File: config.mk
export PLATFORM = sky130hd
export DESIGN_NAME = counter_sequencer_flat
export DESIGN_NICKNAME = d
export VERILOG_FILES = /design/src/rtl/counter_sequencer_if.sv /design/src/rtl/counter_sequencer.sv /design/src/flat_wrapper.sv
export SDC_FILE = /design/constraint.sdc
export NUM_CORES = 1
export LEC_CHECK = 0
export ABC_AREA = 1
export BUFFER_PORTS_ARGS = -buffer_cell sky130_fd_sc_hd__buf_2
export CAP_MARGIN = 20
export CORE_MARGIN = 2
export CORE_UTILIZATION = 55
export CTS_BUF_LIST = sky130_fd_sc_hd__clkbuf_16
export CTS_CLUSTER_DIAMETER = 150
export DETAILED_ROUTE_END_ITERATION = 8
export GPL_TIMING_DRIVEN = 0
export PLACE_DENSITY = 0.78
export RECOVER_POWER = 100
export SLEW_MARGIN = 20
export SYNTH_ARGS = -nofsm -noshare
export SYNTH_HDL_FRONTEND = slang
export SYNTH_SLANG_ARGS = --single-unit
export TNS_END_PERCENT = 5
File: constraint.sdc
create_clock -name Clk -period 2.36 [get_ports Clk]
set_input_delay 0.118 -clock Clk [delete_from_list [all_inputs] [get_ports Clk]]
set_output_delay 0.118 -clock Clk [all_outputs]
set_load 0.01 [all_outputs]
File: src/rtl/counter_sequencer_if.sv
// Command handshake between a command source and the counter sequencer.
interface counter_sequencer_if #(
  parameter int LEN_W = 4
);
  logic             CmdValid;
  logic             CmdReady;
  logic             CmdMode;
  logic             CmdClear;
  logic [LEN_W-1:0] CmdLen;

  modport master (output CmdValid, output CmdMode, output CmdClear, output CmdLen,
                  input  CmdReady);
  modport slave  (input  CmdValid, input  CmdMode, input  CmdClear, input  CmdLen,
                  output CmdReady);
endinterface

File: src/rtl/counter_sequencer.sv
// Counter sequencer: queues {mode, clear, len} commands in a small FIFO and
// plays each one out as an optional 1-cycle CLEAR, len RUN cycles and a
// 1-cycle DONE pulse, capturing the driven counter's value on completion.
// The interface LEN_W must match this module's LEN_W.
module counter_sequencer #(
  parameter int FIFO_DEPTH = 2,
  parameter int LEN_W      = 4
) (
  input  logic                Clk,
  input  logic                nReset,
  counter_sequencer_if.slave  cmd,
  input  logic                Abort,
  input  logic [2:0]          Count,
  output logic                M,
  output logic                CntnReset,
  output logic                Busy,
  output logic                Done,
  output logic [2:0]          LastCount
);

  localparam int AW = $clog2(FIFO_DEPTH);
  localparam int EW = LEN_W + 2;

  typedef enum logic [1:0] {S_IDLE, S_CLEAR, S_RUN, S_DONE} state_t;

  // FIFO storage and pointers; depth is a power of two so pointers wrap freely
  logic [EW-1:0]    mem_q [FIFO_DEPTH];
  logic [AW-1:0]    wr_ptr_q, wr_ptr_d;
  logic [AW-1:0]    rd_ptr_q, rd_ptr_d;
  logic [AW:0]      occ_q, occ_d;
  logic             alive_q;

  state_t           state_q, state_d;
  logic [LEN_W-1:0] run_q, run_d;
  logic             m_q, m_d;
  logic [2:0]       last_q, last_d;
  logic             cntn_q, cntn_d;

  logic             full, empty, push, pop;
  logic             head_mode, head_clr;
  logic [LEN_W-1:0] head_len;

  assign full  = (occ_q == (AW+1)'(FIFO_DEPTH));
  assign empty = (occ_q == '0);

  // Ready comes from registered occupancy only; alive_q keeps it low until
  // the first edge after reset release.
  assign cmd.CmdReady = alive_q && !full;
  assign push = cmd.CmdValid && alive_q && !full;
  assign pop  = (state_q == S_IDLE) && !empty;

  assign {head_mode, head_clr, head_len} = mem_q[rd_ptr_q];

  assign M         = m_q;
  assign LastCount = last_q;
  assign CntnReset = cntn_q;
  assign Done      = (state_q == S_DONE);
  assign Busy      = (state_q != S_IDLE) || !empty;

  // FIFO pointer/occupancy update; simultaneous push and pop keeps occupancy
  always_comb begin
    wr_ptr_d = wr_ptr_q;
    rd_ptr_d = rd_ptr_q;
    occ_d    = occ_q;
    if (push) wr_ptr_d = wr_ptr_q + 1'b1;
    if (pop)  rd_ptr_d = rd_ptr_q + 1'b1;
    case ({push, pop})
      2'b10:   occ_d = occ_q + (AW+1)'(1);
      2'b01:   occ_d = occ_q - (AW+1)'(1);
      default: occ_d = occ_q;
    endcase
  end

  // FIFO payload write; contents are don't-care while empty, so no reset
  always_ff @(posedge Clk) begin
    if (push) mem_q[wr_ptr_q] <= {cmd.CmdMode, cmd.CmdClear, cmd.CmdLen};
  end

  // Next state, run counter, mode latch and completion capture
  always_comb begin
    state_d = state_q;
    run_d   = run_q;
    m_d     = m_q;
    last_d  = last_q;
    case (state_q)
      S_IDLE: begin
        if (pop) begin
          m_d   = head_mode;
          run_d = head_len;
          if (head_clr)             state_d = S_CLEAR;
          else if (head_len != '0)  state_d = S_RUN;
          else                      state_d = S_DONE;
        end
      end
      S_CLEAR: begin
        if (Abort || run_q == '0) state_d = S_DONE;
        else                      state_d = S_RUN;
      end
      S_RUN: begin
        run_d = Abort ? '0 : run_q - 1'b1;
        if (Abort || run_q <= LEN_W'(1)) state_d = S_DONE;
      end
      S_DONE:  state_d = S_IDLE;
      default: state_d = S_IDLE;
    endcase
    if (state_d == S_DONE && state_q != S_DONE) last_d = Count;
    // Registered from next state so the counter clear is a clean flop output
    cntn_d = (state_d != S_CLEAR);
  end

  // State registers; reset discards active and queued commands
  always_ff @(posedge Clk or negedge nReset) begin
    if (!nReset) begin
      state_q  <= S_IDLE;
      wr_ptr_q <= '0;
      rd_ptr_q <= '0;
      occ_q    <= '0;
      alive_q  <= 1'b0;
      run_q    <= '0;
      m_q      <= 1'b0;
      last_q   <= '0;
      cntn_q   <= 1'b0;
    end else begin
      state_q  <= state_d;
      wr_ptr_q <= wr_ptr_d;
      rd_ptr_q <= rd_ptr_d;
      occ_q    <= occ_d;
      alive_q  <= 1'b1;
      run_q    <= run_d;
      m_q      <= m_d;
      last_q   <= last_d;
      cntn_q   <= cntn_d;
    end
  end

endmodule

File: src/flat_wrapper.sv
// flat-port wrapper written by rule: the top's interface ports become plain ports
module counter_sequencer_flat 
#(
  parameter int FIFO_DEPTH = 2,
  parameter int LEN_W      = 4
)
  (Clk, nReset, Abort, Count, M, CntnReset, Busy, Done, LastCount, cmd_CmdValid, cmd_CmdMode, cmd_CmdClear, cmd_CmdLen, cmd_CmdReady);
  counter_sequencer_if #(.LEN_W(LEN_W)) cmd_i ();
  input  logic Clk;
  input  logic nReset;
  input  logic Abort;
  input  logic [2:0] Count;
  output logic M;
  output logic CntnReset;
  output logic Busy;
  output logic Done;
  output logic [2:0] LastCount;
  input wire logic [$bits(cmd_i.CmdValid)-1:0] cmd_CmdValid;
  input wire logic [$bits(cmd_i.CmdMode)-1:0] cmd_CmdMode;
  input wire logic [$bits(cmd_i.CmdClear)-1:0] cmd_CmdClear;
  input wire logic [$bits(cmd_i.CmdLen)-1:0] cmd_CmdLen;
  output wire logic [$bits(cmd_i.CmdReady)-1:0] cmd_CmdReady;
  assign cmd_i.CmdValid = cmd_CmdValid;
  assign cmd_i.CmdMode = cmd_CmdMode;
  assign cmd_i.CmdClear = cmd_CmdClear;
  assign cmd_i.CmdLen = cmd_CmdLen;
  assign cmd_CmdReady = cmd_i.CmdReady;
  counter_sequencer #(.FIFO_DEPTH(FIFO_DEPTH), .LEN_W(LEN_W)) u_core (.Clk(Clk), .nReset(nReset), .cmd(cmd_i), .Abort(Abort), .Count(Count), .M(M), .CntnReset(CntnReset), .Busy(Busy), .Done(Done), .LastCount(LastCount));
endmodule
==> metrics.md, run 1 <==
| Metric | Value |
|---|---|
| Part of the cycle the worst path needs | `83.6%` |
| Die H | `54.4 microns` |
| Nets | `187` |
| Seq cells post-synth | `28` |
| Post-synth cell types | `26` |
| Clock root buffer | `clkbuf_16` |
| DR WL/cell | `11.5 microns` |
| Min Tclk post-route | `1970 ps` |
| # port buffers | `20` |
| Max frequency | `507 MHz` |
| Synth Net Count | `161` |
| Avg Cell Area, Syn | `9.97 sq um` |
| CTS sink cnt | `28` |
| Top-count cell post-synth | `nand2_1` |
| Routed WL | `2240 microns` |
| Actual slew at the worst max-slew pin | `909 ps` |
| Max rail drop VDD | `850 uV` |
| Post-CTS Setup Inserts | `0` |
| Synth top cells by count | `42 x nand2_1, 16 x dfrtp_1, 14 x inv_1` |
| Area after DPL | `1530 sq um` |
| I/O pins | `21` |
| Predominant post-synthesis flop cell | `dfrtp_1` |
| All-Layer GR Usage | `17.2%` |
| Area grow syn2layout | `15.6%` |
| Mapped cell area | `1400 sq um` |
| H-Tree Depth | `1` |
| Worst skew pair latency | `260 ps` |
| Vias | `962` |
| WP data required | `2490 ps` |
| Top cells by area, synth | `dfrtp_1 29%, edfxtp_1 26%, nand2_1 11%, ha_1 7.2%, inv_1 3.8%` |
| Setup-failing EPs final | `0` |
| Initial DRC count | `32` |
| Hold Slack | `44.6 ps` |
| Starting Density | `57.4%` |
| Area of the die | `2960 sq um` |
| Slew HR | `39.4%` |
| Fillers | `192` |
| Outcome | `complete, no violations` |
| Max cap viols | `0` |
| Yosys top cell area share | `28.7%` |
| Final Instance Area | `1610 sq um` |
| Initial antenna violation count | `0` |
| Cell taking the most area after synthesis | `dfrtp_1` |
| Critical path peak fanout | `5` |
| First-pass GRT wire length | `3540 microns` |
| Final TNS setup | `0 ps` |
| N_diodes | `0` |
| Sequential-to-total area share from yosys stat | `54.5%` |
| Gpl congestion | `0.829` |
| Crit end category | `flip-flop` |
| Total power | `2.32 mW` |
| Largest net degree at the start of global routing | `17` |
| Hold WC Path Type | `in2reg` |
| Final hold viol count | `0` |
| CTS tree | `built` |
| Clk_skew | `1.64 ps` |
| Worst EP arrival | `2100 ps` |
| Pwr per Cell Area | `1440 nW/um^2` |
| Number of synthesized flops with an enable pin | `12` |
| Leakage power | `0.747 nW` |
| Synth async-reset ratio | `57.1%` |
| Post-CTS sizing | `0` |
| Dpl cells | `190` |
| Post-route DRC violation count | `0` |
| Drt via density | `4.93` |
| Seq. cell area | `761 sq um` |
| Post-route insts no fill | `195` |
| CTS Buffer Depth | `2` |
| CTS Buf Count | `3` |
| Setup CP Type | `reg2reg` |
| FP Rows | `18` |
| Dpl hpwl | `1720 microns` |
| Count of TritonRoute iterations in the first routing pass | `4` |
| Layout cell share with drive strength beyond 1 | `12.7%` |
| CP Launch Type | `flip-flop` |
| RSZ-0062 raised after global routing | `false` |
| Die Wd | `54.4 microns` |
| Total grt overflow | `0` |
| Ys Warns | `0` |
| Cell count after synthesis | `140` |
| Slew Viols, Final | `0` |
| Area of the multi-input gates | `554 sq um` |
| Antenna viol nets, final | `0` |
| Clock slew at reported path FFs | `60 ps` |
| Vias in the first global route | `859` |
| CTS Hold Bufs | `1` |
| Core area | `2430 sq um` |
==> layer usage <==
layer	GRT usage [%]	part of all wire (%)	vias up	wire length (microns)
met2	29.5	51	19	1140
li1	-	-	501	-
met3	3.28	3.0	2	67
met5	0	0	-	0
met1	21.1	45	440	1010
met4	7.50	0.76	0	17
==> path summary, 6_finish.rpt <==
check,depth (start not counted),endpoint,start,slack [ps]
setup / recovery,10,u_core.CntnReset,u_core.state_q[0],390
hold / removal,1,u_core.mem_q[0][1],cmd_CmdLen[1],40
setup reg to reg,10,u_core.CntnReset,u_core.state_q[0],390
hold reg to reg,2,u_core.LastCount[0],u_core.LastCount[0],470
max in group asynchronous,2,u_core.LastCount[1],nReset,1300
min in group asynchronous,2,u_core.run_q[1],nReset,510
==> where the power goes <==
part | switching, mW | internal (mW) | total, mW | leakage (nW)
logic | 0.642 | 0.374 | 1.02 | 0.397
registers | 0.136 | 0.678 | 0.813 | 0.299
clock network | 0.152 | 0.337 | 0.489 | 0.0511
==> area by class of cell <==
type | count | share of cell area (%)
clock buffers | 3 | 4.65
flip-flops and latches | 28 | 47.1
repair buffers | 21 | 5.97
clock inverters | 1 | 1.86
inverters | 16 | 3.72
multi-input cells | 96 | 34.3
well taps | 30 | 2.33
==> through the flow <==
stage	worst slack [ps]	utilization, %
2_1_floorplan	669	-
3_3_place_gp	562	63.1
3_5_place_dp	510	63.1
4_1_cts	489	67.8
5_1_grt	273	66.4
6_report	386	66.4
==> placed cells by master, fill, tap and decap left out <==
cell type      Yosys  layout
nand2_2            3       3
nor2_8             1       1
edfxtp_1          12      12
conb_1             1       1
o21ai_0            5       6
dfrtp_1           16      16
buf_2              0       9
a31oi_1            2       2
nand4_1            3       3
nor3_1             1       1
nand2_1           42      42
a21oi_1            2       3
nor2_4             2       1
nand3_1            1       1
inv_2              2       1
a22oi_1            1       1
nand3_4            1       1
nor2_1            12      13
o21ai_4            1       1
inv_1             14      15
clkbuf_16          0       3
clkbuf_1           0      11
and2_0             0       1
ha_1               8       8
xor2_1             3       3
dlygate4sd3_1      0       1
xnor2_1            3       3
bufinv_16          0       1
a21boi_0           0       1
==> logic make-up after synthesis <==
group	Yosys count	synth area share, %
compound gates	14	7.17
xor+xnor	6	3.76
fa+ha+maj	8	7.17
buf+inv	16	4.30
flops	28	54.5
other cells	1	0.269
simple gates	67	22.8
==> registers in the layout, summed over array words and instances, names as in the netlist <==
signal            count
u_core.CntnReset      1
u_core.LastCount      3
u_core.M              1
u_core.alive_q        1
u_core.mem_q         12
u_core.occ_q          2
u_core.rd_ptr_q       1
u_core.run_q          4
u_core.state_q        2
u_core.wr_ptr_q       1
==> critical path, cell delays in order, from the launching register on <==
cell and delay [ps]:
dfrtp_1 430, inv_1 110, ha_1 290, inv_1 120, nand2_1 80, nor2_1 40
nand2_1 60, nand2_1 50, a21oi_1 370, and2_0 230, nand2_1 70
Power figures use the tool's default switching activity.
==> inputs of run 2 (changes only) <==
==> constraint.sdc (replaced) <==
create_clock -name Clk -period 1.92 [get_ports Clk]
set_input_delay 0.096 -clock Clk [delete_from_list [all_inputs] [get_ports Clk]]
set_output_delay 0.096 -clock Clk [all_outputs]
set_load 0.01 [all_outputs]
==> run 2 against run 1 <==
Final cell count rose by 1.0%. Critical path depth unchanged. Setup slack got worse by 230 ps. Combinational power rose by 26%. Clock skew is essentially flat. Critical endpoint is now u_core.LastCount[2]. Largest power group unchanged.
==> metrics.md, run 2 (same netlist as run 1, synthesis figures left out) <==
| Metric | Value |
|---|---|
| Actual slew at the worst max-slew pin | `916 ps (was 909 ps)` |
| Setup CP Type | `reg2reg (unchanged)` |
| Initial DRC count | `37 (was 32)` |
| CTS Buf Count | `3 (unchanged)` |
| Nets | `189 (was 187)` |
| Max cap viols | `0 (unchanged)` |
| FP Rows | `18 (unchanged)` |
| Max rail drop VDD | `1020 uV (was 850 uV)` |
| Die Wd | `54.4 microns (unchanged)` |
| Clk_skew | `1.64 ps (about the same)` |
| Leakage power | `0.756 nW (was 0.747 nW)` |
| Antenna viol nets, final | `0 (unchanged)` |
| Hold WC Path Type | `in2reg (unchanged)` |
| Worst skew pair latency | `260 ps (about the same)` |
| Routed WL | `2280 microns (was 2240 microns)` |
| Slew Viols, Final | `0 (unchanged)` |
| Slew HR | `38.9% (was 39.4%)` |
| H-Tree Depth | `1 (unchanged)` |
| Area grow syn2layout | `16.8% (was 15.6%)` |
| Crit end category | `flip-flop (unchanged)` |
| CTS tree | `built (unchanged)` |
| CTS sink cnt | `28 (unchanged)` |
| Seq pwr share | `34.6% (was 35.1%)` |
| Total grt overflow | `0 (unchanged)` |
| Max frequency | `568 MHz (was 507 MHz)` |
| Core area | `2430 sq um (unchanged)` |
| WP data required | `2120 ps (was 2490 ps)` |
| Worst path max stage delay | `420 ps (was 430 ps)` |
| First-pass GRT wire length | `3540 microns (unchanged)` |
| CP Launch Type | `flip-flop (unchanged)` |
| Clock root buffer | `clkbuf_16 (unchanged)` |
| N_diodes | `0 (unchanged)` |
| Worst path bufs/invs | `2 (unchanged)` |
| Fillers | `192 (unchanged)` |
| Post-route DRC violation count | `0 (unchanged)` |
| Min Tclk post-route | `1760 ps (was 1970 ps)` |
| Drt via density | `4.97 (was 4.93)` |
| Setup-failing EPs final | `0 (unchanged)` |
| Max reg flops | `12 (unchanged)` |
| Area of the die | `2960 sq um (unchanged)` |
| Psw | `1.15 mW (was 930 uW)` |
| Clock Power Share | `20.8% (was 21.1%)` |
| Crit path cell chain | `inv_1 -> ha_2 -> inv_1 -> nand2_1 -> nand2_1 -> nor2_1 -> nor2_8 -> nand3_1 -> nand2_1 -> nand2_1 (was inv_1 -> ha_1 -> inv_1 -> nand2_1 -> nor2_1 -> nand2_1 -> nand2_1 -> a21oi_1 -> and2_0 -> nand2_1)` |
| Initial antenna violation count | `0 (unchanged)` |
| Final hold viol count | `0 (unchanged)` |
| Worst EP arrival | `1960 ps (was 2100 ps)` |
| Die H | `54.4 microns (unchanged)` |
| All-Layer GR Usage | `17.2% (unchanged)` |
| Most Frequent Cell on Critical Path | `nand2_1 (unchanged)` |
| Count of TritonRoute iterations in the first routing pass | `4 (unchanged)` |
| Largest net degree at the start of global routing | `17 (unchanged)` |
| Starting Density | `57.4% (unchanged)` |
| Sw frac | `39.7% (was 40.1%)` |
| DR WL/cell | `11.6 microns (was 11.5 microns)` |
| RSZ-0062 raised after global routing | `false (unchanged)` |
| Gpl congestion | `0.829 (unchanged)` |
| # port buffers | `20 (unchanged)` |
| Final TNS setup | `0 ps (unchanged)` |
| Largest reg by FF count | `u_core.mem_q (unchanged)` |
| Dpl hpwl | `1720 microns (unchanged)` |
| Commonest non-fill, non-tap cell in the layout | `nand2_1 (unchanged)` |
| Crit path max-delay cell type | `dfrtp_1 (unchanged)` |
| Layout cell share with drive strength beyond 1 | `14.4% (was 12.7%)` |
| Final Worst Setup Slack | `159 ps (was 386 ps)` |
| Hold Slack | `22.6 ps (was 44.6 ps)` |
| Critical path peak fanout | `5 (unchanged)` |
| DP Worst Slack | `70.5 ps (was 510 ps)` |
| Outcome | `complete, no violations (unchanged)` |
| Part of the cycle the worst path needs | `91.7% (was 83.6%)` |
| CTS Buffer Depth | `2 (unchanged)` |
| Vias in the first global route | `859 (unchanged)` |
| Internal cell power | `1.74 mW (was 1.39 mW)` |
| Clock slew at reported path FFs | `60 ps (about the same)` |
| Pwr per Cell Area | `1770 nW/um^2 (was 1440 nW/um^2)` |
| Most frequent cells in the layout | `42 x nand2_1, 16 x dfrtp_1, 15 x inv_1, 13 x nor2_1, 12 x edfxtp_1 (unchanged)` |
| Cell family with most CP delay | `simple AND/OR/NAND/NOR gates (unchanged)` |
| I/O pins | `21 (unchanged)` |
| Vias | `980 (was 962)` |
| Combinational share of power | `44.6% (was 43.8%)` |
[run 2: layout make-up]
class                   instances  area (sq um)  share of cell area (%)
clock inverters                 1          30.0                    1.84
repair buffers                 23           111                    6.83
inverters                      16          60.1                    3.68
well taps                      30          37.5                    2.30
flip-flops and latches         28           761                    46.7
multi-input cells              96           556                    34.1
clock buffers                   3          75.1                    4.60
[run 2: routing by layer]
layer,up-vias,global-route usage (%),share of wire [%]
li1,506,-,-
met1,452,21.1,44
met2,20,29.5,52
met3,2,3.28,3.5
met4,0,7.50,0.75
met5,-,0,0
[run 2: repair_timing]
action,CTS,global route
hold buffers,1,0
setup endpoints to repair,0,1
setup buffers,0,2
gates resized for setup,0,1
hold endpoints to repair,16,0
[run 2: final timing paths]
| path | from | to | cells after the start | slack, ps |
|---|---|---|---|---|
| worst max-delay path | u_core.state_q[0] | u_core.LastCount[2] | 10 | 160 |
| worst min-delay path | cmd_CmdLen[1] | u_core.mem_q[0][1] | 1 | 20 |
| worst max register to register | u_core.state_q[0] | u_core.LastCount[2] | 10 | 160 |
| worst min register to register | u_core.LastCount[0] | u_core.LastCount[0] | 2 | 470 |
| max in group asynchronous | nReset | u_core.state_q[0] | 2 | 880 |
| min in group asynchronous | nReset | u_core.run_q[1] | 2 | 490 |
[run 2: power groups by stage]
stage               Combinational [mW]  Sequential (mW)  Clock (mW)
finish                            1.29            0.997       0.601
global placement                  1.30            0.999           0
detailed placement                1.36             1.01           0
global route                      1.47             1.03       0.638
floorplan                         1.07             1.00           0
CTS                               1.37             1.00       0.612
[run 2: through the flow]
stage	std cells	util [%]	total power [mW]	cell area [sq um]
CTS	195	67.8	2.98	1650
global placement	190	63.1	2.30	1530
global route	197	67.0	3.13	1630
detailed placement	190	63.1	2.37	1530
finish	197	67.0	2.89	1630
floorplan	140	-	2.06	1400
==> inputs of run 3 (changes only) <==
--- a/config.mk
+++ b/config.mk
@@ -14,7 +14,7 @@
 export CTS_CLUSTER_DIAMETER = 150
 export DETAILED_ROUTE_END_ITERATION = 8
 export GPL_TIMING_DRIVEN = 0
-export PLACE_DENSITY = 0.78
+export PLACE_DENSITY = 0.77
 export RECOVER_POWER = 100
 export SLEW_MARGIN = 20
 export SYNTH_ARGS = -nofsm -noshare
==> run 3 against run 2 <==
Global-route usage increased by 1.4 points. Sequential power about the same. Setup slack improved by 16 ps. Utilization decreased by 1.4 points. Routed wire length increased by 2.9%. Critical endpoint is now u_core.LastCount[1].
==> metrics.md, run 3 (same netlist as run 1, synthesis figures left out) <==
| Metric | Value |
|---|---|
| I/O pins | `21 (unchanged)` |
| Outcome | `complete, no violations (unchanged)` |
| Area of the die | `2960 sq um (unchanged)` |
| Hold WC Path Type | `in2reg (unchanged)` |
| CTS tree | `built (unchanged)` |
| Largest net degree at the start of global routing | `17 (unchanged)` |
| Final Worst Setup Slack | `175 ps (was 159 ps)` |
| Vias in the first global route | `894 (was 859)` |
| DR WL/cell | `12.0 microns (was 11.6 microns)` |
| Pwr per Cell Area | `1720 nW/um^2 (was 1770 nW/um^2)` |
| Initial antenna violation count | `0 (unchanged)` |
| Antenna viol nets, final | `0 (unchanged)` |
| Crit end category | `flip-flop (unchanged)` |
| CTS sink cnt | `28 (unchanged)` |
| CTS Buf Count | `3 (unchanged)` |
| Final hold viol count | `0 (unchanged)` |
| H-Tree Depth | `1 (unchanged)` |
| Max rail drop VDD | `1090 uV (was 1020 uV)` |
| Routed WL | `2340 microns (was 2280 microns)` |
| Part of the cycle the worst path needs | `90.9% (was 91.7%)` |
| CTS Buffer Depth | `2 (unchanged)` |
| Post-route insts no fill | `196 (was 197)` |
| Most frequent cells in the layout | `42 x nand2_1, 16 x dfrtp_1, 15 x inv_1, 13 x nor2_1, 12 x edfxtp_1 (unchanged)` |
| FP Rows | `18 (unchanged)` |
| Die H | `54.4 microns (unchanged)` |
| Core area | `2430 sq um (unchanged)` |
| Worst EP arrival | `1940 ps (was 1960 ps)` |
| Largest reg by FF count | `u_core.mem_q (unchanged)` |
| Max frequency | `573 MHz (was 568 MHz)` |
| Slew Viols, Final | `0 (unchanged)` |
| Crit path cell chain | `inv_1 -> ha_2 -> inv_1 -> nand2_1 -> nand2_1 -> nor2_1 -> nor2_8 -> nand3_1 -> nand2_1 -> nand2_1 (unchanged)` |
| Die Wd | `54.4 microns (unchanged)` |
| Worst skew pair latency | `260 ps (about the same)` |
| Min Tclk post-route | `1740 ps (was 1760 ps)` |
| Gpl congestion | `0.801 (was 0.829)` |
| Commonest non-fill, non-tap cell in the layout | `nand2_1 (unchanged)` |
| Post-route DRC violation count | `0 (unchanged)` |
| Layout cell share with drive strength beyond 1 | `13.3% (was 14.4%)` |
| Actual slew at the worst max-slew pin | `901 ps (was 916 ps)` |
| Slew HR | `40.0% (was 38.9%)` |
| Dpl hpwl | `1780 microns (was 1720 microns)` |
| Max cap viols | `0 (unchanged)` |
| Drt via density | `4.90 (was 4.97)` |
| Setup CP Type | `reg2reg (unchanged)` |
| Clock root buffer | `clkbuf_16 (unchanged)` |
| Clk_skew | `1.39 ps (was 1.64 ps)` |
| Setup-failing EPs final | `0 (unchanged)` |
| Initial DRC count | `12 (was 37)` |
| Area grow syn2layout | `14.3% (was 16.8%)` |
| Vias | `960 (was 980)` |
| First-pass GRT wire length | `3780 microns (was 3540 microns)` |
| WP data required | `2120 ps (about the same)` |
| Crit path max-delay cell type | `dfrtp_1 (unchanged)` |
| Most Frequent Cell on Critical Path | `nand2_1 (unchanged)` |
| Total power | `2.74 mW (was 2.89 mW)` |
| DP Worst Slack | `81.3 ps (was 70.5 ps)` |
| RSZ-0062 raised after global routing | `false (unchanged)` |
| Total grt overflow | `0 (unchanged)` |
| Clock slew at reported path FFs | `60 ps (about the same)` |
| Critical path peak fanout | `5 (unchanged)` |
| Leakage power | `0.738 nW (was 0.756 nW)` |
| Count of TritonRoute iterations in the first routing pass | `4 (unchanged)` |
| All-Layer GR Usage | `18.7% (was 17.2%)` |
| Max reg flops | `12 (unchanged)` |
| Worst path max stage delay | `420 ps (about the same)` |
| Nets | `188 (was 189)` |
| Starting Density | `57.4% (unchanged)` |
| Final TNS setup | `0 ps (unchanged)` |
| Dpl cells | `190 (unchanged)` |
| N_diodes | `0 (unchanged)` |
| # port buffers | `20 (unchanged)` |
| CP Launch Type | `flip-flop (unchanged)` |
==> run 3: changes by cell type in the layout (fill, tap and decap cells not counted) <==
cell       change
clkinv_1       +1
bufinv_16      -1
o21ai_0        +1
buf_4          -1
o21ai_1        -1
==> run 3: worst max-delay path, delay by kind of cell (launching register included) <==
family        cells  cell delay, ps
simple gates      7             830
buf+inv           2             190
flops             1             420
fa+ha+maj         1             240
==> run 3: through the flow <==
stage	util (%)	instance area, sq um	hold slack, ps
finish	65.6	1600	21.3
global route	65.6	1600	16.9
CTS	66.7	1620	15.8
detailed placement	63.1	1530	33.6
global placement	63.1	1530	39.8
floorplan	-	1400	-200
==> run 3: final cells by class <==
type,instances,area [sq um]
inverters,16,60.1
flip-flops and latches,28,761
clock inverters,1,3.75
fillers,226,836
multi-input cells,96,556
clock buffers,3,75.1
well taps,30,37.5
repair buffers,22,104
==> run 3: path summary, 6_finish.rpt <==
path / slack, ps / to / cells past startpoint / start
max: 180 / u_core.LastCount[1] / 10 / u_core.state_q[1]
min: 20 / u_core.mem_q[1][4] / 1 / cmd_CmdClear
min in group asynchronous: 480 / u_core.run_q[3] / 2 / nReset
max in group asynchronous: 890 / u_core.LastCount[0] / 2 / nReset
max reg2reg: 180 / u_core.LastCount[1] / 10 / u_core.state_q[1]
min reg2reg: 480 / u_core.LastCount[0] / 2 / u_core.LastCount[0]
==> run 3: routing by layer <==
metal	part of all wire [%]	track usage, %
met1	45	22.1
met5	0	0
met3	3.2	4.10
met2	49	30.5
met4	3.1	12.1
==> run 3: repair_timing <==
item,in CTS,in global routing
setup endpoints to repair,0,1
hold buffers,1,0
setup buffers,0,1
gates resized for setup,0,1
endpoints found under the hold margin,16,0
==> run 3: power by group <==
group          switching, mW  internal [mW]
registers              0.162          0.833
clock network          0.187          0.279
logic                  0.800          0.481
total                   1.15           1.59
